**src/rtl/mxpl_pkg.sv**
```systemverilog
// Shared widths and FSM state type for the max-pool feeder and the pooling subunit.
package mxpl_pkg;
  localparam int DATAW  = 20;
  localparam int ADDRW  = 12;
  localparam int IMG_W  = 64;
  localparam int OUT_AW = 10;

  typedef enum logic [2:0] {
    IDLE,
    READ,
    DRAIN,
    WAIT,
    WRITE,
    FIN
  } state_t;
endpackage

```
**src/rtl/mxpl_addr_gen.sv**
```systemverilog
// Maps a pooled-window index and a 2x2 element index onto a conv-buffer address.
module mxpl_addr_gen #(
  parameter int ADDRW  = mxpl_pkg::ADDRW,
  parameter int IMG_W  = mxpl_pkg::IMG_W,
  parameter int OUT_AW = mxpl_pkg::OUT_AW
) (
  input  logic [OUT_AW-1:0] i_w,
  input  logic [1:0]        i_elem,
  output logic [ADDRW-1:0]  o_mem_addr
);
  localparam int PC_W = OUT_AW / 2;

  logic [ADDRW-1:0] w_base;
  logic [ADDRW-1:0] w_off;

  // Top-left pixel of the window: row 2*pr, column 2*pc.
  assign w_base     = ADDRW'({i_w[OUT_AW-1:PC_W], 1'b0, i_w[PC_W-1:0], 1'b0});
  assign w_off      = (i_elem[1] ? ADDRW'(IMG_W) : '0) + ADDRW'(i_elem[0]);
  assign o_mem_addr = w_base + w_off;
endmodule

```
**src/rtl/mxpl_feed.sv**
```systemverilog
// Walks a 64x64 conv map in 2x2 windows, streams each window to the pooling
// subunit and writes the returned maximum into the 32x32 pooled buffer.
module mxpl_feed #(
  parameter int DATAW  = mxpl_pkg::DATAW,
  parameter int ADDRW  = mxpl_pkg::ADDRW,
  parameter int IMG_W  = mxpl_pkg::IMG_W,
  parameter int OUT_AW = mxpl_pkg::OUT_AW
) (
  input  logic              clk,
  input  logic              reset,
  input  logic              start,
  output logic              busy,
  output logic              done,
  output logic              mem_rd,
  output logic [ADDRW-1:0]  mem_addr,
  input  logic [DATAW-1:0]  mem_data,
  output logic [DATAW-1:0]  data,
  output logic              convDone,
  input  logic              mxplDone,
  input  logic [DATAW-1:0]  result,
  output logic              wr_en,
  output logic [OUT_AW-1:0] wr_addr,
  output logic [DATAW-1:0]  wr_data
);
  import mxpl_pkg::*;

  state_t            r_state;
  state_t            w_state_next;
  logic [OUT_AW-1:0] r_w;
  logic [1:0]        r_elem;
  logic              r_rd_d1;
  logic              r_conv_done;
  logic [DATAW-1:0]  r_data;
  logic [OUT_AW-1:0] r_wr_addr;
  logic [DATAW-1:0]  r_wr_data;

  logic              w_mem_rd;
  logic              w_wr_en;
  logic              w_done;
  logic              w_busy;
  logic              w_last_win;
  logic [ADDRW-1:0]  w_rd_addr;

  assign w_last_win = &r_w;

  mxpl_addr_gen #(
    .ADDRW  (ADDRW),
    .IMG_W  (IMG_W),
    .OUT_AW (OUT_AW)
  ) u_addr_gen (
    .i_w        (r_w),
    .i_elem     (r_elem),
    .o_mem_addr (w_rd_addr)
  );

  always_comb begin
    w_state_next = r_state;
    w_mem_rd     = 1'b0;
    w_wr_en      = 1'b0;
    w_done       = 1'b0;
    w_busy       = 1'b1;
    case (r_state)
      IDLE: begin
        w_busy = 1'b0;
        if (start) w_state_next = READ;
      end
      READ: begin
        w_mem_rd = 1'b1;
        if (r_elem == 2'd3) w_state_next = DRAIN;
      end
      // Leave once the last operand is on data: convDone high, nothing left in flight.
      DRAIN: begin
        if (r_conv_done && !r_rd_d1) w_state_next = WAIT;
      end
      WAIT: begin
        if (mxplDone) w_state_next = WRITE;
      end
      WRITE: begin
        w_wr_en      = 1'b1;
        w_state_next = w_last_win ? FIN : READ;
      end
      FIN: begin
        w_done       = 1'b1;
        w_busy       = 1'b0;
        w_state_next = IDLE;
      end
      default: begin
        w_busy       = 1'b0;
        w_state_next = IDLE;
      end
    endcase
  end

  always_ff @(posedge clk or negedge reset) begin
    if (!reset) begin
      r_state     <= IDLE;
      r_w         <= '0;
      r_elem      <= '0;
      r_rd_d1     <= 1'b0;
      r_conv_done <= 1'b0;
      r_data      <= '0;
      r_wr_addr   <= '0;
      r_wr_data   <= '0;
    end else begin
      r_state     <= w_state_next;
      // Read data arrives one cycle after mem_rd and is registered one cycle later.
      r_rd_d1     <= w_mem_rd;
      r_conv_done <= r_rd_d1;
      if (r_rd_d1) r_data <= mem_data;
      case (r_state)
        IDLE: begin
          if (start) begin
            r_w    <= '0;
            r_elem <= '0;
          end
        end
        READ: r_elem <= r_elem + 2'd1;
        WAIT: begin
          if (mxplDone) begin
            r_wr_data <= result;
            r_wr_addr <= r_w;
          end
        end
        WRITE: begin
          if (!w_last_win) r_w <= r_w + OUT_AW'(1);
        end
        default: ;
      endcase
    end
  end

  assign busy     = w_busy;
  assign done     = w_done;
  assign mem_rd   = w_mem_rd;
  assign mem_addr = w_mem_rd ? w_rd_addr : '0;
  assign data     = r_data;
  assign convDone = r_conv_done;
  assign wr_en    = w_wr_en;
  assign wr_addr  = r_wr_addr;
  assign wr_data  = r_wr_data;
endmodule

```
**config.mk**
```make
export PLATFORM = sky130hd
export DESIGN_NAME = mxpl_feed
export DESIGN_NICKNAME = d
export VERILOG_FILES = /design/src/rtl/mxpl_pkg.sv /design/src/rtl/mxpl_addr_gen.sv /design/src/rtl/mxpl_feed.sv
export SDC_FILE = /design/constraint.sdc
export NUM_CORES = 1
export LEC_CHECK = 0
export ABC_AREA = 0
export BUFFER_PORTS_ARGS = -buffer_cell sky130_fd_sc_hd__buf_2
export CORE_AREA = 2 2 78 80
export DETAILED_ROUTE_END_ITERATION = 10
export DIE_AREA = 0 0 80 82
export GPL_ROUTABILITY_DRIVEN = 0
export GPL_TIMING_DRIVEN = 0
export MAX_ROUTING_LAYER = met4
export PLACE_DENSITY = 0.82
export SLEW_MARGIN = 20
export SYNTH_ARGS = -nofsm -noshare
export SYNTH_HDL_FRONTEND = slang
export SYNTH_SLANG_ARGS = --single-unit
```
**constraint.sdc**
```tcl
create_clock -name clk -period 2.8 [get_ports clk]
set_input_delay 0.84 -clock clk [delete_from_list [all_inputs] [get_ports clk]]
set_output_delay 0.84 -clock clk [all_outputs]
set_load 0.02 [all_outputs]
```
==> out/summary.txt <==
Global Route Usage Sum - 20.1%
#FFs+latches synth - 67
WL final - 5.87 mm
die height - 82 um
Area growth, synth to finish - 31.2%
share of cells above drive strength 1 - 56.0%
count of final max-slew check failures - 0
Internal - 2560 uW
H-tree depth - 3
skew final - 0.00742 ns
worst r2r path cells - 6
critical path's largest stage delay - 0.38 ns
worst min path class - in2async
R2R setup slack - 1.03 ns
Worst setup EP type - output pin
commonest non-fill, non-tap cell in the layout - buf_2
Worst Tran Pin Value - 0.538 ns
Seq/Total Area, Yosys - 58.8%
DR pass1 iterations - 4
DP Worst Slack - -0.0174 ns
number of synthesized flops with an enable pin - 0
min cycle time layout - 2.63 ns
1st-iter DRT viols - 83
DP HPWL - 4.25 mm
Die X - 80 um
grt ovf - 0
required time of the critical path - 1.96 ns
worst skew pair latency - 0.33 ns
asr flop ratio synth - 100%
Setup crit start - r_state[1]$_DFFE_PN0P_
MaxCap Viol Count - 0
worst-path fanout max - 11
CTS sink count - 67
worst r2r src - r_state[1]$_DFFE_PN0P_
unrepaired setup endpoints after global routing - false
Reg2Reg Capture Point - r_w[3]$_DFFE_PN0P_
Final setup viols - 0
commonest register cell after synthesis - dfrtp_1
Nets - 379
CTS max path bufs - 2
vias - 2,079
DR vias/cell - 5.06
crit path DAT - 1.79 ns
Synth area leader - dfrtp_1
Syn Inst Count - 211
Pleak - 0.00193 uW
ANT nets after route - 0
startpoint types - flop
first-pass GRT wire length - 9.64 mm
full die area - 6560 um^2
vias in the first global route - 2,091
power after layout - 4100 uW
most frequent cells in the layout - 115 x buf_2, 67 x dfrtp_1, 51 x mux2_2
initial antenna violation count - 0
Core ar. - 5750 um^2
max frequency - 380 MHz
Syn Std Cell Area - 2850 um^2
Bufs and invs on worst path - 3
Std-Cell Rows - 28
clk slew on worst S/H paths - 0.07 ns
Final WS setup - 0.169 ns
Starting Density - 49.6%
drt wl/cell - 14.3 um
CP cell instances - buf_2, nor3b_4, clkbuf_4, and2_1, buf_2
Power Dens Cells - 1100 nW/um^2
CP Capture Point - mem_addr[2]
Slowest-stage cell, CP - dfrtp_1
largest net degree at the start of global routing - 49
status - finished, final reports clean
number of distinct library cells after synthesis - 38
largest cells by area after synthesis - dfrtp_1 59%, mux2_2 20%, and2_1 2.6%
Sequential Power Share - 37.9%
Clock power frac - 19.8%
P_sw - 1540 uW
Post-Syn Nets - 257
fin crit share - 94.0%
Rel. slew slack - 64.1%
placed cell areas - 3520 um^2
Num CTS Buffers - 9
Worst path most repeated cell - buf_2
Combinational Power Share - 42.4%
CTS tree - built
Crit path depth - 5
hold_buf cts - 0
antenna diode instance count - 0
area share of the largest cell type after synthesis - 58.8%
I/O Buffers - 110
worst vdd ir - 0.000708 V
YS warnings - 0
Root Driver - clkbuf_8
kind of critical path - reg2out
crit-path leading delay family - buffers and inverters
number of post-CTS setup repair buffers - 0
IO Pins - 111
sw frac - 37.6%
DRC - 0
final hold vios - 0
Synth Area per Inst - 13.5 um^2
fin area - 3740 um^2
FILL cells - 482
Yosys cell counts, types with 3 or more instances:
master,instances
dfrtp_1,67
mux2_2,51
nand2_1,14
and2_1,12
buf_2,6
nand3_1,6
nor2_1,5
clkbuf_1,4
mux2i_1,4
o21ai_0,4
a21oi_1,3
power by group through the flow:
stage / clock, uW / combinational (uW) / sequential (uW)
floorplan: 0 / 740 / 1960
global placement: 0 / 1690 / 1550
detailed placement: 0 / 1730 / 1570
CTS: 834 / 1750 / 1560
global route: 883 / 1870 / 1610
finish: 812 / 1740 / 1550
logic make-up (layout without fill, tap and decap cells):
family / Yosys count / count (layout) / synth area share (%)
AO/OA/AOI/OAI: 18 / 18 / 4.83
XOR/XNOR: 4 / 4 / 1.23
adder cells (fa/ha/maj): 2 / 2 / 0.878
buffers and inverters: 13 / 138 / 2.50
flip-flops: 67 / 67 / 58.8
multiplexers: 55 / 55 / 21.6
AND/OR/NAND/NOR: 52 / 52 / 10.2
layer usage:
layer / part of all wire (%) / track usage (%) / vias up
met5: 0 / - / -
met1: 40 / 23.3 / 1016
met3: 3.9 / 3.85 / 17
met4: 3.1 / 10.8 / 0
li1: - / - / 993
met2: 53 / 33.3 / 53
how the worst min path moves through the flow:
| stage | endpoint | slack, ns |
|---|---|---|
| detailed placement | convDone$_DFF_PN0_ | 0.43 |
| global route | data[2]$_DFFE_PN0P_ | 0.39 |
| floorplan | convDone$_DFF_PN0_ | 0.39 |
| finish | wr_data[4]$_DFFE_PN0P_ | 0.38 |
| CTS | wr_data[4]$_DFFE_PN0P_ | 0.38 |
| global placement | convDone$_DFF_PN0_ | 0.42 |
through the flow:
step | hold slack, ns | setup TNS [ns] | util [%] | std cells
CTS | 0.378 | 0 | 64.9 | 411
global route | 0.388 | 0 | 65.1 | 411
detailed placement | 0.428 | -0.0539 | 61.3 | 397
global placement | 0.420 | 0 | 60.8 | 396
floorplan | 0.391 | 0 | - | 211
finish | 0.385 | 0 | 65.1 | 411
layout make-up:
type / count / area, um^2 / share of cell area [%]
well taps: 75 / 93.8 / 2.51
plain buffers: 12 / 71.3 / 1.91
flip-flops and latches: 67 / 1680 / 44.8
inverters: 1 / 3.75 / 0.100
repair buffers: 111 / 581 / 15.5
clock buffers: 12 / 165 / 4.42
clock inverters: 2 / 35.0 / 0.937
multi-input cells: 131 / 1110 / 29.8
state kept, by name, summed over array words and instances (netlist names):
name / flops
r_w: 10
r_state: 3
wr_addr: 10
r_elem: 2
convDone: 1
data: 20
wr_data: 20
r_rd_d1: 1
repair_timing:
item                                    in CTS  in global routing
gates resized for setup                      2                  3
endpoints found under the setup margin      10                 10
pin swaps                                    0                  1
hold endpoints to repair                     0                  0
worst register-to-register path: cells and delay by family (launching register included):
family | cells | cell delay, ns
AOI/OAI and AO/OA | 2 | 0.23
buffers and inverters | 2 | 0.39
DFF | 1 | 0.38
and+or+nand+nor | 2 | 0.63
Note: power is estimated with default switching activity, not from simulation.
